<file path="src/rtl/rom_reader.sv">
// Streams words from a combinational ROM, starting at base_addr, for up to max_len words.
// Latency: one cycle from ROM address to registered out_data; one word per 2 cycles at best.
// Backpressure: out_data/out_valid hold until out_ready; ROM_READER_MARKER_EN enables END_MARKER stop.
module rom_reader #(
    parameter int          ADDR_WIDTH = 12,
    parameter int          DATA_WIDTH = 8,
    parameter int unsigned END_MARKER = 255
) (
    input  logic                  clk,
    input  logic                  reset_n,
    input  logic                  start,
    input  logic [ADDR_WIDTH-1:0] base_addr,
    input  logic [ADDR_WIDTH-1:0] max_len,
    output logic [ADDR_WIDTH-1:0] read_addr,
    input  logic [DATA_WIDTH-1:0] read_data,
    output logic [DATA_WIDTH-1:0] out_data,
    output logic                  out_valid,
    input  logic                  out_ready,
    output logic                  busy,
    output logic                  done,
    output logic [ADDR_WIDTH-1:0] count
);

`ifdef ROM_READER_MARKER_EN
    localparam bit MARKER_EN = 1'b1;
`else
    localparam bit MARKER_EN = 1'b0;
`endif

    localparam logic [DATA_WIDTH-1:0] MARKER_WORD = DATA_WIDTH'(END_MARKER);
    localparam logic [ADDR_WIDTH-1:0] ONE         = {{(ADDR_WIDTH-1){1'b0}}, 1'b1};

    typedef enum logic [1:0] {
        IDLE  = 2'd0,
        FETCH = 2'd1,
        OUT   = 2'd2,
        DONE  = 2'd3
    } state_t;

    state_t                  state_q, state_d;
    logic [ADDR_WIDTH-1:0]   addr_q,  addr_d;
    logic [ADDR_WIDTH-1:0]   len_q,   len_d;
    logic [ADDR_WIDTH-1:0]   count_q, count_d;
    logic [DATA_WIDTH-1:0]   data_q,  data_d;
    logic                    marker_hit;
    logic                    handshake;

    assign marker_hit = MARKER_EN && (read_data == MARKER_WORD);
    assign handshake  = (state_q == OUT) && out_ready;

    always_comb begin
        state_d = state_q;
        addr_d  = addr_q;
        len_d   = len_q;
        count_d = count_q;
        data_d  = data_q;
        case (state_q)
            IDLE: begin
                if (start) begin
                    addr_d  = base_addr;
                    len_d   = max_len;
                    count_d = '0;
                    state_d = (max_len == '0) ? DONE : FETCH;
                end
            end
            FETCH: begin
                // A marker word ends the sequence without being emitted or counted.
                if (marker_hit) begin
                    state_d = DONE;
                end else begin
                    data_d  = read_data;
                    state_d = OUT;
                end
            end
            OUT: begin
                if (handshake) begin
                    count_d = count_q + ONE;
                    addr_d  = addr_q + ONE;
                    state_d = (count_d == len_q) ? DONE : FETCH;
                end
            end
            DONE: begin
                state_d = IDLE;
            end
            default: begin
                state_d = IDLE;
            end
        endcase
    end

    always_ff @(posedge clk or negedge reset_n) begin
        if (!reset_n) begin
            state_q <= IDLE;
            addr_q  <= '0;
            len_q   <= '0;
            count_q <= '0;
            data_q  <= '0;
        end else begin
            state_q <= state_d;
            addr_q  <= addr_d;
            len_q   <= len_d;
            count_q <= count_d;
            data_q  <= data_d;
        end
    end

    assign read_addr = addr_q;
    assign out_data  = data_q;
    assign out_valid = (state_q == OUT);
    assign busy      = (state_q != IDLE);
    assign done      = (state_q == DONE);
    assign count     = count_q;

endmodule

</file>
<file path="config.mk">
export PLATFORM = sky130hd
export DESIGN_NAME = rom_reader
export DESIGN_NICKNAME = d
export VERILOG_FILES = /design/src/rtl/rom_reader.sv
export SDC_FILE = /design/constraint.sdc
export NUM_CORES = 1
export LEC_CHECK = 0
export BUFFER_PORTS_ARGS = -buffer_cell sky130_fd_sc_hd__buf_4
export CORE_ASPECT_RATIO = 0.7
export CORE_MARGIN = 5
export CORE_UTILIZATION = 47
export DETAILED_ROUTE_END_ITERATION = 16
export PLACE_DENSITY = 0.76
export SLEW_MARGIN = 10
export SYNTH_ARGS = -nofsm -noshare
export SYNTH_HDL_FRONTEND = slang
export SYNTH_SLANG_ARGS = --single-unit
</file>
<file path="constraint.sdc">
create_clock -name clk -period 1.9 [get_ports clk]
set_input_delay 0.19 -clock clk [delete_from_list [all_inputs] [get_ports clk]]
set_output_delay 0.19 -clock clk [all_outputs]
set_load 0.005 [all_outputs]
</file>
==> implementation parameters <==
Parameter                              Value

Route
  Routed met2 length ... 2750 um
  Post-DR wirelength/cell ... 15.6 um
  WL met1 ... 3230 um
  DRC viols ... 0
  First-pass DRT Iterations ... 4
  Detailed-route vias per instance ... 5.47
  Number of routed nets with antenna violations ... 0
  Sum of met3 wire segment lengths after detailed routing ... 588 um
  Top layer used by detailed routing ... met4
  Detailed router's first-iteration violation count ... 132
  Vias after detailed routing ... 2314
  Total Routed Length ... 6590 um

Setup path
  Sequence of cells on the critical path ... ha_4 > nand3_4 > buf_6 > nor2_4 > mux2_1 > mux2i_1 > or4_4 > o21ai_2
  Arrival time worst endpoint ... 2.14 ns
  Kind of end point of the critical path ... flip-flop
  Critical-path top delay cell ... sky130_fd_sc_hd__or4_4
  Required time worst endpoint ... 2.13 ns
  Startpoint Class ... flip-flop
  Beginning of the critical path ... count[0]
  Crit Reg-Reg Startpoint ... count[0]
  Critical path class ... reg2reg
  Crit Path Max Fanout ... 6
  Max stage delay on crit path ... 0.49 ns

Clocking
  Clock tree from TritonCTS ... yes
  Root buffer cell ... sky130_fd_sc_hd__clkbuf_8
  CTS buffer count ... 5
  Clock edge transition at the registers on the reported setup and hold paths ... 0.10 ns
  H-tree depth ... 2
  Maximum root-to-sink buffer count ... 2
  Clock Latency Late Sink ... 0.30 ns
  Clock Sinks ... 46

Placement
  Global placer's final weighted congestion ... 0.853
  HPWL after detailed placement ... 4940 um
  Standard cell area after detailed placement ... 3300 um^2
  Count of buffers from port buffering ... 70

Synth
  Mapped Area ... 2500 um^2
  Post-synth top flop ... sky130_fd_sc_hd__dfrtp_1
  Most used standard cells in the synthesized netlist ... sky130_fd_sc_hd__dfrtp_1, sky130_fd_sc_hd__o21ai_0, sky130_fd_sc_hd__nand2_1
  Distinct cells, synth ... 46
  Net count after synthesis ... 291
  Leading area contributor after synthesis ... sky130_fd_sc_hd__dfrtp_1
  Number of warnings printed during yosys synthesis ... 0
  Post-synth EDFFs ... 0
  Synthesized flop and latch total ... 46
  Mean instance size in the synthesized netlist ... 9.89 um^2
  Share of synthesized flip-flops with an asynchronous set or reset ... 1.00
  Sequential-to-total area share from yosys stat ... 0.460
  Gate Count Post-Synth ... 253
  Cell with the most instances after synthesis ... sky130_fd_sc_hd__dfrtp_1
  Yosys top cell area share ... 0.460
  Cell types occupying the most area after synthesis ... sky130_fd_sc_hd__dfrtp_1, sky130_fd_sc_hd__mux2_2, sky130_fd_sc_hd__o21ai_0

Floorplan
  Starting utilization of the core area ... 0.481
  Die span in y ... 71.1 um
  DIE AREA ... 6910 um^2
  Standard cell core area ... 5200 um^2
  Number of ports placed on the die boundary ... 71
  Overall die width ... 97.2 um
  # rows ... 22

Layout
  Layout overhead on the synthesized area ... 39.3%
  Cell area after layout ... 3490 um^2
  Fraction of layout instances using a drive strength above 1 ... 0.422
  Fillers ... 427
  Antenna diode count ... 0
  Final Net Count ... 388

Hold path
  Hold path startpoint ... read_data[6]
  Class of the tightest hold or removal check ... in2reg

STA
  Hold violation total from the final report ... 0
  Top achievable clock speed ... 0.523 GHz
  Time the final worst path needs with I/O delays and setup ... 1.91 ns
  Final Max Slew Viols ... 0
  Count of endpoints failing setup in the final report ... 1
  Unrepaired setup endpoints after global routing ... true
  Summed negative setup slack over all endpoints ... -0.0118 ns
  Final critical-path setup slack ... -0.0118 ns
  Least-Margin Pin Slew ... 0.582 ns
  Portion of the clock cycle consumed by the worst path in the final layout ... 1.01
  Setup skew after layout ... 0.0127 ns
  Slew headroom ... 0.612

Pwr
  Power per Cell Area ... 1340 nW/um^2
  Net switching power ... 1.72 mW
  Proportion of total power due to net switching ... 0.368
  Fraction of power consumed by sequential logic ... 0.379
  Total power consumption of the routed design ... 4.67 mW
  Static leakage ... 1.60 nW
  Part of the total power dissipated in combinational logic ... 0.463
  Internal power summed over all cells ... 2.95 mW
  Worst vdd rail ir drop ... 792 uV
  Power share of the clock group ... 0.158

GRT
  Gr ovfl total ... 0
  Number of global-route vias before repair ... 2234
  Largest net degree at the start of global routing ... 47
  Wire length of the first global-routing pass ... 10900 um
  Overall track demand over capacity in global routing ... 0.191
  Initial antenna violation count ... 0

Job
  Max-capacitance violation count ... 0

Status
  Run status ... complete, but fails checks
  Failing checks ... setup timing
layout make-up:
| class | count | area, um^2 | share of cell area |
|---|---|---|---|
| multi-input combinational | 189 | 1330 | 0.381 |
| clock inverter | 3 | 43.8 | 0.0126 |
| clock buffer | 5 | 68.8 | 0.0197 |
| inverter | 5 | 18.8 | 0.00538 |
| timing repair buffer | 103 | 779 | 0.224 |
| sequential | 46 | 1160 | 0.332 |
| tap | 72 | 90.1 | 0.0258 |
layout by cell type (no fill, tap or decap), types with 2 or more instances in the layout:
cell,count
sky130_fd_sc_hd__o21ai_0,22
sky130_fd_sc_hd__buf_4,101
sky130_fd_sc_hd__a22oi_1,2
sky130_fd_sc_hd__nand3_1,9
sky130_fd_sc_hd__inv_1,5
sky130_fd_sc_hd__nand2_1,21
sky130_fd_sc_hd__xnor2_1,9
sky130_fd_sc_hd__nor3_1,5
sky130_fd_sc_hd__o31ai_1,6
sky130_fd_sc_hd__nor2_1,17
sky130_fd_sc_hd__mux2i_1,3
sky130_fd_sc_hd__xor2_1,6
sky130_fd_sc_hd__nor2b_1,4
sky130_fd_sc_hd__mux2_2,20
sky130_fd_sc_hd__a41oi_1,2
sky130_fd_sc_hd__a21oi_1,13
sky130_fd_sc_hd__a31oi_1,4
sky130_fd_sc_hd__clkbuf_8,5
sky130_fd_sc_hd__o22ai_1,4
sky130_fd_sc_hd__nand4b_1,2
sky130_fd_sc_hd__nand4_1,5
sky130_fd_sc_hd__and3_1,4
sky130_fd_sc_hd__dfrtp_1,41
sky130_fd_sc_hd__dfrtp_2,5
sky130_fd_sc_hd__a22o_1,5
critical path, delay by kind of cell (launching register included):
| family | cells | cell delay [ns] |
|---|---|---|
| AND/OR/NAND/NOR | 3 | 0.74 |
| AO/OA/AOI/OAI | 1 | 0.12 |
| flip-flops | 1 | 0.42 |
| adder cells (fa/ha/maj) | 1 | 0.19 |
| buffers and inverters | 1 | 0.15 |
| multiplexers | 2 | 0.22 |
through the flow:
step | instances | hold slack, ns | worst slack, ns | utilization
after floorplan | 253 | -0.106 | 0.00383 | -
after global placement | 411 | 0.233 | 0.0139 | 0.634
after detailed placement | 411 | 0.233 | -0.0141 | 0.634
after CTS | 420 | 0.114 | -0.0263 | 0.660
after global routing | 423 | 0.112 | -0.0793 | 0.670
final | 423 | 0.122 | -0.0118 | 0.670
final timing paths:
kind	depth (start not counted)	slack, ns	to
worst min-delay path	2	0.12	out_data[6]
worst max register to register	8	-0.01	state_q[1]
min in group asynchronous	2	0.43	read_addr[9]
worst max-delay path	8	-0.01	state_q[1]
worst min register to register	1	0.52	out_data[2]
max in group asynchronous	2	1.04	count[3]
sequential cells by signal (all words and copies together) (netlist names):
signal / cells
read_addr: 12
len_q: 12
state_q: 2
out_data: 8
count: 12
cells by family (layout without fill, tap and decap cells):
group           after synthesis  in the layout  share of synthesized area
mux                          24             24                      0.107
xor+xnor                     16             16                     0.0560
simple gates                 81             81                      0.173
flops                        46             46                      0.460
compound gates               66             66                      0.165
fa+ha+maj                     2              2                     0.0100
buf+inv                      18            116                     0.0290
timing repair:
item | 4_1_cts | 5_1_grt
pin swaps | 0 | 5
hold buffers | 1 | 0
setup endpoints to repair | 1 | 1
buffers inserted | 0 | 3
endpoints found under the hold margin | 46 | 0
resized for setup | 2 | 9
routing by layer:
layer,vias to the layer above,track usage
li1,1121,-
met1,1107,0.279
met2,80,0.278
met3,6,0.0709
met4,0,0.0276
met5,-,0
power groups by stage:
stage | combinational (mW) | sequential [mW] | clock [mW]
3_5_place_dp | 2.15 | 1.77 | 0
2_1_floorplan | 1.24 | 1.72 | 0
6_report | 2.16 | 1.77 | 0.738
5_1_grt | 2.42 | 1.83 | 0.801
4_1_cts | 2.16 | 1.75 | 0.757
3_3_place_gp | 2.09 | 1.76 | 0
(Power assumes the default switching activity.)
